===== src/rtl/mc_ctrl_irq.sv =====
// rtl/mc_ctrl_irq.sv - multi-cycle MIPS control unit with wait states, interrupts and reserved-instruction trap
module mc_ctrl_irq #(
    parameter int NIRQ    = 6,
    parameter int RI_CODE = 10
) (
    input  logic            clk,
    input  logic            rst,
    input  logic [31:0]     instr,
    input  logic            zero,
    input  logic            mem_rdy,
    input  logic [NIRQ-1:0] irq,
    input  logic [NIRQ-1:0] im,
    input  logic            ie,
    input  logic            exl,
    output logic [3:0]      fsm,
    output logic            pcwr,
    output logic            irwr,
    output logic            regwrite,
    output logic            alusrc,
    output logic            memread,
    output logic            memwrite,
    output logic            isbyte,
    output logic [2:0]      npc_sel,
    output logic [1:0]      regdst,
    output logic [2:0]      memtoreg,
    output logic [1:0]      ext_op,
    output logic [2:0]      alu_ctr,
    output logic            cp0_wen,
    output logic            epcwr,
    output logic            exlset,
    output logic            exlclr,
    output logic [4:0]      exc_code
);

    typedef enum logic [3:0] {
        S_FETCH  = 4'd0,
        S_DECODE = 4'd1,
        S_MEMADR = 4'd2,
        S_MEMRD  = 4'd3,
        S_WBMEM  = 4'd4,
        S_MEMWR  = 4'd5,
        S_EXE    = 4'd6,
        S_WBALU  = 4'd7,
        S_BRANCH = 4'd8,
        S_JUMP   = 4'd9,
        S_INT    = 4'd10,
        S_EXC    = 4'd11
    } state_t;

    localparam logic [4:0] RI = 5'(RI_CODE);

    state_t state;

    logic [5:0] op;
    logic [5:0] funct;
    logic [4:0] rs;
    logic       unused_fields;

    assign op            = instr[31:26];
    assign funct         = instr[5:0];
    assign rs            = instr[25:21];
    assign unused_fields = ^instr[20:6];

    logic rtype, cop0;
    logic i_addu, i_subu, i_slt, i_and, i_jr;
    logic i_addi, i_addiu, i_andi, i_ori, i_lui;
    logic i_lw, i_lb, i_sw, i_sb;
    logic i_beq, i_bne, i_j, i_jal;
    logic i_eret, i_mfc0, i_mtc0;

    assign rtype   = (op == 6'h00);
    assign cop0    = (op == 6'h10);
    assign i_addu  = rtype && (funct == 6'h21);
    assign i_subu  = rtype && (funct == 6'h23);
    assign i_slt   = rtype && (funct == 6'h2a);
    assign i_and   = rtype && (funct == 6'h24);
    assign i_jr    = rtype && (funct == 6'h08);
    assign i_addi  = (op == 6'h08);
    assign i_addiu = (op == 6'h09);
    assign i_andi  = (op == 6'h0c);
    assign i_ori   = (op == 6'h0d);
    assign i_lui   = (op == 6'h0f);
    assign i_lw    = (op == 6'h23);
    assign i_lb    = (op == 6'h20);
    assign i_sw    = (op == 6'h2b);
    assign i_sb    = (op == 6'h28);
    assign i_beq   = (op == 6'h04);
    assign i_bne   = (op == 6'h05);
    assign i_j     = (op == 6'h02);
    assign i_jal   = (op == 6'h03);
    assign i_eret  = cop0 && (rs == 5'h10) && (funct == 6'h18);
    assign i_mfc0  = cop0 && (rs == 5'h00);
    assign i_mtc0  = cop0 && (rs == 5'h04);

    logic c_ralu, c_imm, c_load, c_store, c_branch, c_jump, c_cp0;

    assign c_ralu   = i_addu | i_subu | i_slt | i_and;
    assign c_imm    = i_addi | i_addiu | i_andi | i_ori | i_lui;
    assign c_load   = i_lw | i_lb;
    assign c_store  = i_sw | i_sb;
    assign c_branch = i_beq | i_bne;
    assign c_jump   = i_j | i_jal | i_jr | i_eret;
    assign c_cp0    = i_mfc0 | i_mtc0;

    // eret clears EXL in the same cycle, so its interrupt check ignores exl
    logic req_any, pend_now, complete;

    assign req_any  = |(irq & im);
    assign pend_now = req_any && ie && ((state == S_JUMP && i_eret) || !exl);
    assign complete = (state == S_WBMEM) || (state == S_WBALU) ||
                      (state == S_BRANCH) || (state == S_JUMP) ||
                      (state == S_MEMWR && mem_rdy);

    always_ff @(posedge clk or posedge rst) begin
        if (rst) begin
            state    <= S_FETCH;
            exc_code <= 5'd0;
        end else if (complete) begin
            if (pend_now) begin
                state    <= S_INT;
                exc_code <= 5'd0;
            end else begin
                state    <= S_FETCH;
            end
        end else begin
            case (state)
                S_FETCH:  if (mem_rdy) state <= S_DECODE;
                S_DECODE: begin
                    if (c_ralu || c_imm || c_cp0)  state <= S_EXE;
                    else if (c_branch)             state <= S_BRANCH;
                    else if (c_jump)               state <= S_JUMP;
                    else if (c_load || c_store)    state <= S_MEMADR;
                    else begin
                        state    <= S_EXC;
                        exc_code <= RI;
                    end
                end
                S_MEMADR: state <= c_load ? S_MEMRD : S_MEMWR;
                S_MEMRD:  if (mem_rdy) state <= S_WBMEM;
                S_MEMWR:  state <= S_MEMWR;
                S_EXE:    state <= S_WBALU;
                default:  state <= S_FETCH;
            endcase
        end
    end

    assign fsm = state;

    logic [2:0] alu_op;

    always_comb begin
        alu_op = 3'b000;
        if (i_subu)                alu_op = 3'b001;
        else if (i_slt)            alu_op = 3'b011;
        else if (i_and || i_andi)  alu_op = 3'b100;
        else if (i_ori || i_lui)   alu_op = 3'b010;
    end

    always_comb begin
        pcwr     = 1'b0;
        irwr     = 1'b0;
        regwrite = 1'b0;
        alusrc   = 1'b0;
        memread  = 1'b0;
        memwrite = 1'b0;
        isbyte   = 1'b0;
        npc_sel  = 3'b000;
        regdst   = 2'b00;
        memtoreg = 3'b000;
        ext_op   = 2'b00;
        alu_ctr  = 3'b000;
        cp0_wen  = 1'b0;
        epcwr    = 1'b0;
        exlset   = 1'b0;
        exlclr   = 1'b0;
        case (state)
            S_FETCH: begin
                memread = 1'b1;
                pcwr    = mem_rdy;
                irwr    = mem_rdy;
            end
            S_MEMADR: begin
                alusrc = 1'b1;
                ext_op = 2'b01;
            end
            S_MEMRD: begin
                memread = 1'b1;
                isbyte  = i_lb;
            end
            S_WBMEM: begin
                regwrite = 1'b1;
                memtoreg = 3'b001;
            end
            S_MEMWR: begin
                memwrite = 1'b1;
                isbyte   = i_sb;
            end
            S_EXE: begin
                alusrc  = c_imm;
                alu_ctr = alu_op;
                if (i_lui)                ext_op = 2'b10;
                else if (i_andi || i_ori) ext_op = 2'b00;
                else if (c_imm)           ext_op = 2'b01;
            end
            S_WBALU: begin
                regwrite = c_ralu | c_imm | i_mfc0;
                regdst   = c_ralu ? 2'b01 : 2'b00;
                memtoreg = i_mfc0 ? 3'b011 : 3'b000;
                cp0_wen  = i_mtc0;
            end
            S_BRANCH: begin
                alu_ctr = 3'b001;
                npc_sel = 3'b001;
                pcwr    = (i_beq && zero) || (i_bne && !zero);
            end
            S_JUMP: begin
                pcwr   = 1'b1;
                exlclr = i_eret;
                if (i_jr)        npc_sel = 3'b011;
                else if (i_eret) npc_sel = 3'b101;
                else             npc_sel = 3'b010;
                if (i_jal) begin
                    regwrite = 1'b1;
                    regdst   = 2'b10;
                    memtoreg = 3'b010;
                end
            end
            S_INT, S_EXC: begin
                pcwr    = 1'b1;
                npc_sel = 3'b100;
                epcwr   = 1'b1;
                exlset  = 1'b1;
            end
            default: ;
        endcase
    end

endmodule

===== config.mk =====
export PLATFORM = sky130hd
export DESIGN_NAME = mc_ctrl_irq
export DESIGN_NICKNAME = d
export VERILOG_FILES = /design/src/rtl/mc_ctrl_irq.sv
export SDC_FILE = /design/constraint.sdc
export NUM_CORES = 1
export LEC_CHECK = 0
export CAP_MARGIN = 10
export CORE_UTILIZATION = 33
export CTS_BUF_LIST = sky130_fd_sc_hd__clkbuf_16
export DETAILED_ROUTE_END_ITERATION = 6
export GPL_TIMING_DRIVEN = 0
export HOLD_SLACK_MARGIN = 0.05
export PLACE_DENSITY = 0.81
export SYNTH_ARGS = -nofsm -noshare
export SYNTH_HDL_FRONTEND = slang
export SYNTH_SLANG_ARGS = --single-unit

===== constraint.sdc =====
create_clock -name clk -period 2.8 [get_ports clk]
set_clock_uncertainty 0.05 [all_clocks]
set_input_delay 0.56 -clock clk [delete_from_list [all_inputs] [get_ports clk]]
set_output_delay 0.56 -clock clk [all_outputs]
set_load 0.05 [all_outputs]

==> flow_metrics.env, run 1 <==
export IMPL_p_leak_nw=0.850
export IMPL_max_cap_violations=0
export IMPL_tns_ns=0
export IMPL_p_comb_frac=0.738
export IMPL_layout_nets=275
export IMPL_initial_core_util=0.359
export IMPL_worstMarginPinSlew_ns=0.539
export IMPL_reg2reg_from="fsm[3]$_DFFE_PP0P_"
export IMPL_synth_xor_area_frac=0.0427
export IMPL_setup_viol=0
export IMPL_ys_ff_latch=5
export IMPL_die_x_um=57.7
export IMPL_seq_power_share=0.104
export IMPL_num_vias=1502
export IMPL_grt_pass1_wl_um=6450
export IMPL_syn_avg_cell_area_um2=7.12
export IMPL_maxSlewViolCount=0
export IMPL_htree_levels=1
export IMPL_yosys_warnings=0
export IMPL_slew_headroom=0.636
export IMPL_ys_async_sr_fraction=1.00
export IMPL_endpoint_kind="output port"
export IMPL_cts_buffer_depth=2
export IMPL_yosysUniqueCellTypes=49
export IMPL_cts_buffers_inserted=3
export IMPL_synth_compound_area_share=0.219
export IMPL_swShare=0.557
export IMPL_cts_sinks=5
export IMPL_viasPerCell=5.89
export IMPL_reg2reg_slack_ns=0.64
export IMPL_die_area_mm2=0.00333
export IMPL_place_congestion=0.830
export IMPL_cp_arrival_ns=2.16
export IMPL_layout_common_cells="clkdlybuf4s50_1 (25), buf_4 (21), nand2_1 (13)"
export IMPL_worstRegToRegCells=5
export IMPL_cts_root_buffer="clkbuf_16"
export IMPL_cts_tree="done"
export IMPL_clock_fmax_ghz=0.361
export IMPL_multi_input_area_um2=926
export IMPL_core_area_mm2=0.00285
export IMPL_period_share=0.989
export IMPL_cp_start_kind="flip-flop"
export IMPL_wl_per_cell_um=16.0
export IMPL_grt_pass1_vias=1438
export IMPL_power_net_switching_mw=0.816
export IMPL_r2r_end="fsm[0]$_DFFE_PP0P_"
export IMPL_area_delta_synth_final_pct=90.4
export IMPL_cts_hold_buf=0
export IMPL_synthSimpleGateAreaFrac=0.504
export IMPL_num_fill_cells=229
export IMPL_hold_path_class="input pin to asynchronous set/reset pin"
export IMPL_antenna_found_initial=0
export IMPL_power_density_mw_per_mm2=750
export IMPL_n_antenna_cell=0
export IMPL_drive_gt1_frac=0.353
export IMPL_regArea_um2=125
export IMPL_cp_required_ns=2.19
export IMPL_synthCells=144
export IMPL_synth_mux_area_fraction=0.00977
export IMPL_grt_max_degree=11
export IMPL_fin_util=0.684
export IMPL_synth_top_family_by_area="simple AND/OR/NAND/NOR gates"
export IMPL_status="finished, violations left"
export IMPL_synth_area_mm2=0.00102
export IMPL_drt_initial_drc_count=80
export IMPL_clock_latency_ns=0.23
export IMPL_period_needed_ns=2.77
export IMPL_power_frac_clock=0.158
export IMPL_violations="design-rule violations"
export IMPL_ant_nets=0
export IMPL_routed_wl_um=4080
export IMPL_final_common_cell="clkdlybuf4s50_1"
export IMPL_worst_setup_path_type="flip-flop to output port"
export IMPL_vdd_drop_max_mv=0.673
export IMPL_yosysSeqAreaShare=0.122
export IMPL_std_cell_rows=19
export IMPL_overflow=0
export IMPL_synth_adder_area_share=0
export IMPL_post_dp_hpwl_um=2940
export IMPL_yosys_most_used_dff="dfrtp_1"
export IMPL_internal_power_mw=0.648
export IMPL_grt_setup_unrepaired="true"
export IMPL_num_io_pins=83
export IMPL_synth_edf_count=0
export IMPL_crit_fanout=10
export IMPL_drt_pass1_iter_count=6
export IMPL_die_y_um=57.7
export IMPL_drc_errors=5
export IMPL_grt_util_all_layers=0.246
export IMPL_finalHoldViolCount=0
export IMPL_clk_pin_slew_ns=0.03
export IMPL_port_buffers=61
-- worst max-delay path, stage by stage (launching register included) --
cell and delay, ns:
dfrtp_1 0.44, clkbuf_1 0.37, nand2_1 0.15, nor2_1 0.28
and2_1 0.18, clkdlybuf4s15_1 0.50
-- power by group through the flow --
stage	Clock [mW]	Combinational [mW]	Sequential (mW)
floorplan	0	0.631	0.242
global placement	0	1.05	0.149
detailed placement	0	1.07	0.150
CTS	0.232	1.07	0.150
global route	0.242	1.14	0.157
finish	0.231	1.08	0.152
-- through the flow --
step           cell area [um2]  cells  hold WS, ns  power (mW)  setup slack [ns]
2_1_floorplan             1090    147        0.289       0.873            -0.404
3_5_place_dp              1740    239        0.504        1.22             -1.21
5_1_grt                   1950    255        0.519        1.54           -0.0467
4_1_cts                   1940    255        0.499        1.45           -0.0249
3_3_place_gp              1740    239        0.481        1.20             -1.16
6_report                  1950    255        0.488        1.46            0.0300
-- how the worst max path moves through the flow --
| stage | start | depth (start not counted) | slack [ns] | endpoint |
|---|---|---|---|---|
| after floorplan | instr[26] | 6 | -0.40 | regwrite |
| after global placement | instr[28] | 8 | -1.16 | alu_ctr[0] |
| after detailed placement | instr[28] | 8 | -1.21 | alu_ctr[0] |
| after CTS | instr[28] | 8 | -0.02 | alu_ctr[0] |
| after global routing | fsm[2]$_DFFE_PP0P_ | 5 | -0.05 | regdst[0] |
| final | fsm[2]$_DFFE_PP0P_ | 5 | 0.03 | regdst[0] |
-- layout make-up --
cell class                 count  area share
multi-input combinational    124       0.475
timing repair buffer          74       0.344
sequential                     5      0.0641
buffer                        13      0.0468
clock buffer                   3      0.0385
tap                           31      0.0199
inverter                       4     0.00962
clock inverter                 1     0.00192
-- cell usage after synthesis (all sizes together), types with 4 or more instances --
cell / n / share of area
nand2: 13 / 0.048
nor2: 11 / 0.040
a21oi: 10 / 0.049
buf: 10 / 0.070
o21ai: 7 / 0.034
nor3: 6 / 0.040
nor4: 6 / 0.055
dfrtp: 5 / 0.12
nand3: 5 / 0.024
nor2b: 5 / 0.031
and2: 4 / 0.024
and3: 4 / 0.024
clkbuf: 4 / 0.015
inv: 4 / 0.015
nand3b: 4 / 0.029
nor4b: 4 / 0.034
or3b: 4 / 0.034
-- cells by family (layout without fill, tap and decap cells) --
| group | after synthesis | in the layout |
|---|---|---|
| AO/OA/AOI/OAI | 33 | 33 |
| XOR/XNOR | 5 | 5 |
| buffers and inverters | 18 | 95 |
| flip-flops | 5 | 5 |
| multiplexers | 1 | 1 |
| other | 1 | 4 |
| AND/OR/NAND/NOR | 81 | 81 |
-- timing repair --
item                                    CTS  global route
setup buffers                            12             1
pin swaps                                12             6
endpoints found under the setup margin   22            12
gates resized for setup                 125            27
-- layer usage --
layer  vias up  part of all wire  track usage
met5         -                 0            0
met4         0             0.023        0.105
met3        11             0.078       0.0446
met2        84              0.50        0.415
met1       714              0.39        0.309
li1        693                 -            -
-- state kept, by name (all words and copies together), names as in the netlist --
signal    count
fsm           4
exc_code      1
Power figures use the tool's default switching activity.
==> inputs of run 2 (changes only) <==
==> constraint.sdc (replaced) <==
create_clock -name clk -period 2.8 [get_ports clk]
set_clock_uncertainty 0.05 [all_clocks]
set_input_delay 0.42 -clock clk [delete_from_list [all_inputs] [get_ports clk]]
set_output_delay 0.42 -clock clk [all_outputs]
set_load 0.05 [all_outputs]
==> run 2 against run 1 <==
Compared with the run above: the run still ends with design-rule violations left; largest cell class unchanged; via count decreased by 7.4%; utilization decreased by 2.9 points; setup slack improved by 0.037 ns; critical path depth increased by 2; first-iteration DRC count decreased by 41%; register-to-register slack improved by 0.05 ns; highest routed layer unchanged; sequential power about the same; non-clock buffer count decreased by 5; power decreased by 3.1%; critical path type is now input pin to output port; critical endpoint is now alu_ctr[0].
==> flow_metrics.env, run 2 (same netlist as run 1, synthesis figures left out) <==
export IMPL_num_io_pins=83
export IMPL_place_congestion=0.856
export IMPL_layout_nets=270
export IMPL_finalHoldViolCount=0
export IMPL_setup_viol=0
export IMPL_met3_usage=0.0580
export IMPL_n_antenna_cell=0
export IMPL_status="finished, violations left"
export IMPL_die_x_um=57.7
export IMPL_critical_path_buf_inv_count=2
export IMPL_design_area_mm2=0.00187
export IMPL_cp_top_family="simple AND/OR/NAND/NOR gates"
export IMPL_num_vias=1391
export IMPL_viasPerCell=5.56
export IMPL_ant_nets=0
export IMPL_largest_register_ffs=4
export IMPL_crit_fanout=2
export IMPL_slew_headroom=0.640
export IMPL_cp_slowest_cell="or4_4"
export IMPL_routed_wl_um=3640
export IMPL_fin_util=0.654
export IMPL_final_common_cell="clkdlybuf4s50_1"
export IMPL_hold_path_class="input pin to asynchronous set/reset pin"
export IMPL_grt_setup_unrepaired="true"
export IMPL_std_cell_rows=19
export IMPL_antenna_found_initial=0
export IMPL_placed_cells=239
export IMPL_grt_util_all_layers=0.209
export IMPL_num_fill_cells=261
export IMPL_cts_root_buffer="clkbuf_16"
export IMPL_power_density_mw_per_mm2=760
export IMPL_cp_arrival_ns=2.26
export IMPL_htree_levels=1
export IMPL_gr_usage_met2=0.352
export IMPL_die_y_um=57.7
export IMPL_final_cells=250
export IMPL_cp_required_ns=2.33
export IMPL_clock_fmax_ghz=0.366
export IMPL_cts_tree="done"
export IMPL_placed_area_mm2=0.00171
export IMPL_cts_buffer_depth=2
export IMPL_wl_per_cell_um=14.6
export IMPL_violations="design-rule violations"
export IMPL_cp_start_kind="input pin"
export IMPL_clk_pin_slew_ns=0.03
export IMPL_busiest_layer="met2"
export IMPL_die_area_mm2=0.00333
export IMPL_drt_pass1_iter_count=6
export IMPL_clock_latency_ns=0.23
export IMPL_p_leak_nw=0.846
export IMPL_core_area_mm2=0.00285
export IMPL_critPathMaxStageDelay_ns=0.50
export IMPL_cts_buffers_inserted=3
export IMPL_path_cells="clkdlybuf4s50_1 > nor4b_4 > and2_4 > nand3b_1 > or4_4 > a21oi_2 > buf_6"
export IMPL_worstRegToRegCells=5
export IMPL_worst_setup_path_type="input pin to output port"
export IMPL_drt_initial_drc_count=47
export IMPL_r2r_end="fsm[0]$_DFFE_PP0P_"
export IMPL_initial_core_util=0.359
export IMPL_area_delta_synth_final_pct=82.2
export IMPL_cts_sinks=5
export IMPL_maxSlewViolCount=0
export IMPL_vdd_drop_max_mv=0.687
export IMPL_period_share=0.976
export IMPL_max_cap_violations=0
export IMPL_grtUsageMet1=0.274
export IMPL_drc_errors=4
export IMPL_overflow=0
export IMPL_layout_common_cells="clkdlybuf4s50_1 (33), buf_4 (14), nand2_1 (13)"
export IMPL_grt_pass1_wl_um=5430
export IMPL_reg2reg_from="fsm[3]$_DFFE_PP0P_"
export IMPL_endpoint_kind="output port"
export IMPL_worstMarginPinSlew_ns=0.535
export IMPL_drive_gt1_frac=0.251
export IMPL_period_needed_ns=2.73
export IMPL_grt_max_degree=11
export IMPL_post_dp_hpwl_um=2670
export IMPL_grt_pass1_vias=1215
export IMPL_port_buffers=61
export IMPL_reg2reg_slack_ns=0.69
## run 2: worst max-delay path by stage
stage | startpoint | endpoint | slack, ns | depth (start not counted)
final | instr[5] | alu_ctr[0] | 0.07 | 7
after global routing | instr[22] | npc_sel[0] | -0.05 | 6
after CTS | instr[4] | alu_ctr[0] | -0.03 | 7
after floorplan | fsm[3]$_DFFE_PP0P_ | ext_op[1] | -0.03 | 4
after global placement | instr[28] | alu_ctr[0] | -0.84 | 8
after detailed placement | instr[28] | alu_ctr[0] | -0.86 | 8
## run 2: worst register-to-register path, delay by kind of cell, from the launching register on
family | cells | cell delay [ns]
DFF | 1 | 0.45
AOI/OAI and AO/OA | 3 | 0.54
and+or+nand+nor | 2 | 0.97
## run 2: layer usage
metal  part of all wire  vias up  routed length [um]
met1               0.41      638                1510
met4              0.013        0                  46
li1                   -      683                   -
met2               0.49       63                1790
met5                  0        -                   0
met3              0.081        7                 296
## run 2: where the power goes
group | internal (mW) | switching (mW) | total [mW]
Sequential | 0.103 | 0.0473 | 0.150
Clock | 0.185 | 0.0456 | 0.230
Combinational | 0.349 | 0.689 | 1.04
Total | 0.637 | 0.782 | 1.42
## run 2: final cells by class
class	instances	area [um2]	share of cell area
Tap cell	31	38.8	0.0208
Sequential cell	5	125	0.0670
Multi-Input combinational cell	124	875	0.468
Timing Repair Buffer	68	636	0.340
Clock inverter	1	3.75	0.00201
Clock buffer	3	75.1	0.0402
Buffer	14	98.8	0.0529
Inverter	4	15.0	0.00804
## run 2: through the flow
stage                     TNS (ns)  total power [mW]  hold WS (ns)  setup slack (ns)
after floorplan            -0.0283             0.864         0.149           -0.0283
after global placement       -8.30              1.19         0.487            -0.838
after detailed placement     -8.46              1.20         0.527            -0.862
after CTS                  -0.0331              1.41         0.339           -0.0331
after global routing       -0.0823              1.50         0.364           -0.0461
final                            0              1.42         0.336            0.0667
## run 2: repair_timing
item,4_1_cts,5_1_grt
pin swaps,3,4
buffers inserted,3,4
hold buffers,0,0
endpoints found under the setup margin,20,13
gates resized for setup,57,28
==> inputs of run 3 (changes only) <==
- CTS_CLUSTER_SIZE: not set -> 24
==> results of run 3 <==
No change in the layout: final DEF, timing and power equal those of run 2.
